## src/rtl/seg7_scan_driver.sv

```systemverilog
// Six-digit multiplexed seven-segment scanner with per-frame snapshot and
// field blinking for the hh.mm.ss display; anodes and cathodes are active-low.
module seg7_scan_driver #(
  parameter int REFRESH_DIV  = 100000,
  parameter int BLINK_FRAMES = 42
) (
  input  logic       clk,
  input  logic       rst_n,
  input  logic [3:0] hrstens,
  input  logic [3:0] hrsones,
  input  logic [3:0] mintens,
  input  logic [3:0] minones,
  input  logic [3:0] sectens,
  input  logic [3:0] secones,
  input  logic [1:0] mode,
  input  logic       blank_lz,
  output logic [7:0] an,
  output logic [6:0] seg,
  output logic       dp
);

  localparam int RC_W = $clog2(REFRESH_DIV);
  localparam int FC_W = (BLINK_FRAMES > 1) ? $clog2(BLINK_FRAMES) : 1;
  localparam logic [RC_W-1:0] RC_LAST = RC_W'(REFRESH_DIV - 1);
  localparam logic [FC_W-1:0] FC_LAST = FC_W'(BLINK_FRAMES - 1);

  function automatic logic [6:0] decode(input logic [3:0] d);
    case (d)
      4'd0:    decode = 7'b1000000;
      4'd1:    decode = 7'b1111001;
      4'd2:    decode = 7'b0100100;
      4'd3:    decode = 7'b0110000;
      4'd4:    decode = 7'b0011001;
      4'd5:    decode = 7'b0010010;
      4'd6:    decode = 7'b0000010;
      4'd7:    decode = 7'b1111000;
      4'd8:    decode = 7'b0000000;
      4'd9:    decode = 7'b0010000;
      default: decode = 7'b0111111;
    endcase
  endfunction

  logic [RC_W-1:0] rc;
  logic [2:0]      idx;
  logic [FC_W-1:0] fcnt;
  logic            phase;

  logic [3:0] hrstens_p0, hrsones_p0, mintens_p0, minones_p0, sectens_p0, secones_p0;
  logic [1:0] mode_p0;
  logic       blank_lz_p0;

  logic       last_digit, frame_wrap;
  logic [3:0] digit;
  logic       in_field, lit;
  logic [7:0] an_nxt;
  logic [6:0] seg_nxt;
  logic       dp_nxt;

  assign last_digit = (rc == RC_LAST);
  assign frame_wrap = last_digit && (idx == 3'd5);

  // Stage p0: scan counters and frame snapshot; stage p1: registered pins.
  always_ff @(posedge clk) begin
    if (!rst_n) begin
      rc          <= '0;
      idx         <= '0;
      fcnt        <= '0;
      phase       <= 1'b1;
      hrstens_p0  <= '0;
      hrsones_p0  <= '0;
      mintens_p0  <= '0;
      minones_p0  <= '0;
      sectens_p0  <= '0;
      secones_p0  <= '0;
      mode_p0     <= '0;
      blank_lz_p0 <= 1'b0;
      an          <= 8'hFF;
      seg         <= 7'h7F;
      dp          <= 1'b1;
    end else begin
      rc <= last_digit ? '0 : rc + 1'b1;
      if (last_digit)
        idx <= (idx == 3'd5) ? 3'd0 : idx + 3'd1;
      if (frame_wrap) begin
        hrstens_p0  <= hrstens;
        hrsones_p0  <= hrsones;
        mintens_p0  <= mintens;
        minones_p0  <= minones;
        sectens_p0  <= sectens;
        secones_p0  <= secones;
        mode_p0     <= mode;
        blank_lz_p0 <= blank_lz;
        if (fcnt == FC_LAST) begin
          fcnt  <= '0;
          phase <= ~phase;
        end else begin
          fcnt <= fcnt + 1'b1;
        end
      end
      an  <= an_nxt;
      seg <= seg_nxt;
      dp  <= dp_nxt;
    end
  end

  always_comb begin
    digit    = secones_p0;
    in_field = 1'b0;
    an_nxt   = 8'hFF;
    seg_nxt  = 7'h7F;
    dp_nxt   = 1'b1;
    case (idx)
      3'd0:    digit = secones_p0;
      3'd1:    digit = sectens_p0;
      3'd2:    digit = minones_p0;
      3'd3:    digit = mintens_p0;
      3'd4:    digit = hrsones_p0;
      default: digit = hrstens_p0;
    endcase
    case (mode_p0)
      2'd1:    in_field = (idx == 3'd0) || (idx == 3'd1);
      2'd2:    in_field = (idx == 3'd2) || (idx == 3'd3);
      2'd3:    in_field = (idx == 3'd4) || (idx == 3'd5);
      default: in_field = 1'b0;
    endcase
    // A blinking field only goes dark in the invisible half of the blink period.
    lit = !(in_field && !phase) &&
          !((idx == 3'd5) && blank_lz_p0 && (digit == 4'd0));
    if (lit) begin
      an_nxt  = ~(8'd1 << idx);
      seg_nxt = decode(digit);
      dp_nxt  = !((idx == 3'd2) || (idx == 3'd4));
    end
  end

endmodule

```

## config.mk

```make
export PLATFORM = sky130hd
export DESIGN_NAME = seg7_scan_driver
export DESIGN_NICKNAME = d
export VERILOG_FILES = /design/src/rtl/seg7_scan_driver.sv
export SDC_FILE = /design/constraint.sdc
export NUM_CORES = 1
export LEC_CHECK = 0
export ABC_CLOCK_PERIOD_IN_PS = 3150
export CAP_MARGIN = 10
export CELL_PAD_IN_SITES_DETAIL_PLACEMENT = 1
export CELL_PAD_IN_SITES_GLOBAL_PLACEMENT = 1
export CORE_UTILIZATION = 41
export CTS_CLUSTER_SIZE = 12
export DETAILED_ROUTE_END_ITERATION = 8
export PLACE_DENSITY = 0.78
export REMOVE_ABC_BUFFERS = 1
export SLEW_MARGIN = 25
export SYNTH_ARGS = -nofsm -noshare
export SYNTH_HDL_FRONTEND = slang
export SYNTH_SLANG_ARGS = --single-unit
```

## constraint.sdc

```tcl
create_clock -name clk -period 3.15 [get_ports clk]
set_input_delay 0.315 -clock clk [delete_from_list [all_inputs] [get_ports clk]]
set_output_delay 0.315 -clock clk [all_outputs]
set_load 0.01 [all_outputs]
```

Word-level counts from Yosys, hierarchy flattened:

Memory sizes are Yosys's and may differ from the RTL's. A register that Yosys moved wholly into a read port is not among the register bits.
Cells that the tools add are included.

* register bits: 63
* bits in read-only memories: 112
* output and inout bits: 16
* word-level logic and storage cells: 55
* memories kept: 1

* add/subtract/negate cells: 3
* equal/unequal tests: 10
* shifts and indexed selects: 1
* multiplexer cells: 4
* bitwise operators: 3
* reduce and logical (&&, ||, !) cells: 19

Memories
* (no name shown): depth 16, width 7, read ports 1, clocked after memory_dff 1, write ports 0, RTL line 28 `case (d)`

Operators by type and width (number)
* one-hot mux 4 bit (5 select lines): 1
* adder 17 x 1 -> 17 bit, second input constant: 1
* == test 17 bit, second input constant: 1
* inverter 8 bit: 1
* left shift 1 x 3 -> 8 bit, first input constant: 1
* adder 6 x 1 -> 6 bit, second input constant: 1
* == test 3 x 2 -> 1 bit, second input constant: 2
* == test 3 bit, second input constant: 2
* == test 6 bit, second input constant: 1
* two-way mux 6 bit: 1
* logical AND 1 bit: 5
* logical NOT 1 bit: 5
* == test 2 bit, second input constant: 2
* logical NOT 4 bit: 1
* logical OR 1 bit: 4
* AND reduction 2 bit: 2
* adder 3 x 1 -> 3 bit, second input constant: 1
* == test 3 x 1 -> 1 bit, second input constant: 1
* logical NOT 3 bit: 1
* two-way mux 3 bit: 1
* one-hot mux 1 bit (3 select lines): 1
* == test 2 x 1 -> 1 bit, second input constant: 1
* inverter 1 bit: 2
* OR reduction 2 bit: 1

Longest topological paths before layout:

* depth after elaboration: 8
* gate-level depth with buffers: 14
* gate-level depth less buffers: 11

Worst setup path before layout:

OpenSTA, ideal clock, no wires.

* path kind: register to register
* from: register idx[1]
* to: register seg[6]
* data arrival time: 2733 ps
* data required time: 3018 ps
* path slack: 285 ps
* stages on the path, launching flop included: 15
* clock period less this slack: 2865 ps
* cell sequence: dfxtp_1 > buf_6 > buf_2 > and2_1 > ha_1 > clkbuf_1 > inv_1 > and2_4 > a221o_1 > o22ai_1 > inv_1 > ha_1 > or3_1 > a21oi_1 > o21ai_0

* longest elaborated chain between the ends: 8
* elaborated cells on any way between the ends: 20
* classes of those cells: 5 x eq/ne; 2 x mux; 13 x reduce/logical

RTL lines
* start, declared: RTL line 44 `logic [2:0] idx;`
* start signal, assigned: RTL line 83 `idx <= (idx == 3'd5) ? 3'd0 : idx + 3'd1;`
* == test 3 bit (tied with other cells): RTL line 112, 123
* one-hot mux 4 bit (5 select lines) (tied with other cells): RTL line 112 `case (idx)`
* logical NOT 4 bit or one-hot mux 1 bit (3 select lines) (tied branches): RTL line 128, 120
* logical AND 1 bit, on equally long branches: RTL line 128, 127
* logical NOT 1 bit, on equally long branches: RTL line 128, 127
* logical AND 1 bit: RTL line 127 `lit = !(in_field && !phase) &&`
* AND reduction 2 bit (no line)
* logical NOT 1 bit (no line)
* end, declared: RTL line 18 `output logic [6:0] seg,`

Several ways; a longest one is shown, not always the timed one.
A chain may end at the register's enable or synchronous reset.

Final worst setup path:

Same ends and word-level chain as after synthesis.

==> flow_metrics.env <==
export IMPL_multi_input_area_um2=1700
export IMPL_yosys_cell_types_count=54
export IMPL_clk_latency_ps=360
export IMPL_postCtsSetupBuffers=0
export IMPL_die_area_um2=8210
export IMPL_antenna_found_initial=0
export IMPL_seqPwrFrac_pct=52.8
export IMPL_nFillCells=872
export IMPL_finalNetCount=457
export IMPL_syn_area_um2=3220
export IMPL_required_ps=3360
export IMPL_timing_fmax_mhz=348
export IMPL_place_congestion=0.871
export IMPL_cp_data_arrival_time_ps=3090
export IMPL_rsz0062_at_grt="false"
export IMPL_total_power_w=0.00170
export IMPL_post_layout_nonfiller_instances=522
export IMPL_start_util_pct=43.4
export IMPL_maxSlewViolCount=0
export IMPL_synth_edff_count=0
export IMPL_cap_violations=0
export IMPL_clock_path_buffers=2
export IMPL_avgSynthCellArea_um2=8.65
export IMPL_ys_seq_area_share_pct=43.5
export IMPL_power_switching_share_pct=22.8
export IMPL_path_class="register to register"
export IMPL_power_switching_w=0.000387
export IMPL_powerDensity_nw_per_um2=430
export IMPL_die_h_um=90.6
export IMPL_pwr_share_clk_pct=42.7
export IMPL_rows=31
export IMPL_drive_gt1_share_pct=8.51
export IMPL_regArea_um2=1400
export IMPL_cellLeakagePower_nw=1.40
export IMPL_drtIter0Drc=80
export IMPL_clock_skew_ps=10.2
export IMPL_ctsHoldBuffers=0
export IMPL_period_minus_slack_ps=2880
export IMPL_grt_pass1_vias=2745
export IMPL_placed_cells=506
export IMPL_routed_wl_mm=7.51
export IMPL_fin_crit_sh_pct=91.3
export IMPL_clkSinkCount=70
export IMPL_vias=2707
export IMPL_h_tree_depth=3
export IMPL_n_antenna_cell=0
export IMPL_area_growth_synth_to_final_pct=22.7
export IMPL_post_cts_resized=0
export IMPL_ant_nets=0
export IMPL_die_w_um=90.6
export IMPL_maxSlewHeadroom_pct=51.8
export IMPL_finalHoldViolCount=0
export IMPL_hpwl_mm=5.37
export IMPL_async_flop_share_pct=0
export IMPL_setup_tns_ps=0
export IMPL_grt_first_pass_wirelength_mm=13.1
export IMPL_ir_drop_v=0.000192
export IMPL_grtUsageTotal_pct=20.0
export IMPL_crit_path_end_kind="register"
export IMPL_run_status="complete, no violations"
export IMPL_tritoncts="built"
export IMPL_clkTransAtPathRegs_ps=70
export IMPL_p_int_w=0.00131
export IMPL_hp_class="register to register"
export IMPL_combPwrFrac_pct=4.5
export IMPL_overflow=0
export IMPL_ys_warn_count=0
export IMPL_vias_per_cell=5.19
export IMPL_first_pass_iters=4
export IMPL_numPortBuffers=44
export IMPL_io_pins=45
export IMPL_critPathMaxFanout=8
export IMPL_core_um2=7410
export IMPL_synth_flop_cell="dfxtp_1"
export IMPL_grt_max_degree=43
export IMPL_tightest_slew_ps=722
export IMPL_synthCells=372
export IMPL_clock_root_buffer="clkbuf_8"
export IMPL_wire_per_inst_um=14.4
export IMPL_ys_ff_latch=70
export IMPL_drc=0
export IMPL_setup_viol=0
export IMPL_cts_buffers=9
export IMPL_cp_start_kind="register"
[metrics by stage]
stage / hold WS, ps / area, µm² / util, % / setup WS [ps]
after floorplan: 377 / 3130 / - / 340
after global placement: 443 / 3750 / 50.7 / 554
after detailed placement: 456 / 3750 / 50.7 / 340
after CTS: 468 / 3950 / 53.3 / 306
after global routing: 487 / 3950 / 53.3 / 117
final: 465 / 3950 / 53.3 / 275
[per-layer routing]
| metal | up-vias | GRT usage [%] | part of all wire (%) |
|---|---|---|---|
| li1 | 1358 | - | - |
| met1 | 1288 | 25.9 | 49 |
| met2 | 51 | 31.8 | 46 |
| met3 | 10 | 4.29 | 2.9 |
| met4 | 0 | 8.87 | 1.9 |
| met5 | - | 0 | 0 |
[sequential cells by signal (all words and copies together), names as in the netlist, 6 cells and up]
signal,cells
rc,17
an,8
seg,7
fcnt,6
[layout make-up]
type	instances	share of cell area (%)
sequential	70	35.5
clock inverter	7	1.87
timing repair buffer	52	12.7
clock buffer	9	3.14
inverter	8	0.760
tap	99	3.14
multi-input combinational	277	43.0
[critical path: stages (launching register included)]
cell     delay (ps)
dfxtp_1         480
and2_1          220
ha_1            200
inv_1           110
and2_4          180
a221o_1         260
o22ai_1         350
inv_1           120
ha_1            190
or3_1           400
a21oi_1         140
o21ai_0          90
[cell usage in the layout (no fill, tap or decap), types with 4 or more instances in the layout]
cell type,Yosys,routed
nand2_1,86,86
dfxtp_1,70,70
clkdlybuf4s50_1,0,44
a21boi_0,30,30
nor2_1,24,24
a21oi_1,14,14
o21ai_0,13,13
ha_1,10,10
xor2_1,9,9
clkbuf_8,0,9
inv_1,8,8
nand3_1,8,8
buf_4,0,8
and2_1,7,7
nand3b_1,5,5
or3_1,5,5
xnor2_1,5,5
nand2b_1,4,4
nor2b_1,4,4
nand4_1,4,4
[path summary, 6_finish.rpt]
kind / from / end / slack, ps / depth (start not counted)
worst max register to register: idx[1]$_SDFFE_PN0N_ / seg[6]$_SDFF_PN1_ / 270 / 11
worst min-delay path: hrsones_p0[3]$_SDFFE_PN0P_ / hrsones_p0[3]$_SDFFE_PN0P_ / 470 / 2
worst min register to register: hrsones_p0[3]$_SDFFE_PN0P_ / hrsones_p0[3]$_SDFFE_PN0P_ / 470 / 2
worst max-delay path: idx[1]$_SDFFE_PN0N_ / seg[6]$_SDFF_PN1_ / 270 / 11
[logic make-up after synthesis]
| group | count (synthesis) | synth area share (%) |
|---|---|---|
| muxes | 6 | 1.98 |
| DFF | 70 | 43.5 |
| buffers and inverters | 25 | 3.73 |
| adders and majority gates | 11 | 4.24 |
| xor gates and xnor gates | 14 | 3.81 |
| AOI/OAI and AO/OA | 79 | 17.8 |
| and+or+nand+nor | 167 | 24.9 |
[cell usage after synthesis, types with 2 or more instances]
library cell	instances	area (µm²)
nor3b_1	2	15.0
dfxtp_1	70	1400
nand4_1	4	25.0
clkbuf_1	6	22.5
and3_1	3	18.8
o21ai_0	13	65.1
o21a_1	3	22.5
or3_1	5	31.3
and2_4	2	17.5
o211ai_1	2	15.0
xor2_1	9	78.8
nand3_1	8	40.0
buf_2	9	45.0
mux2_2	3	33.8
nor2b_1	4	25.0
a31oi_1	2	12.5
and2_1	7	43.8
o22ai_1	2	12.5
inv_1	8	30.0
and3b_1	2	17.5
nand2b_1	4	25.0
ha_1	10	125
mux2i_1	3	30.0
buf_6	2	22.5
nand3b_1	5	37.5
nor2_1	24	90.1
a21oi_1	14	70.1
a21boi_0	30	225
nor4bb_1	2	20.0
nand2_1	86	323
xnor2_1	5	43.8
[power by group through the flow]
| stage | registers, W | clock network (W) | logic [W] |
|---|---|---|---|
| after floorplan | 0.000919 | 0 | 0.0000183 |
| after global placement | 0.000917 | 0 | 0.0000760 |
| after detailed placement | 0.000917 | 0 | 0.0000769 |
| after CTS | 0.000897 | 0.000745 | 0.0000773 |
| after global routing | 0.000898 | 0.000780 | 0.0000836 |
| final | 0.000896 | 0.000724 | 0.0000763 |
No activity file was read; power rests on OpenSTA's default activity.
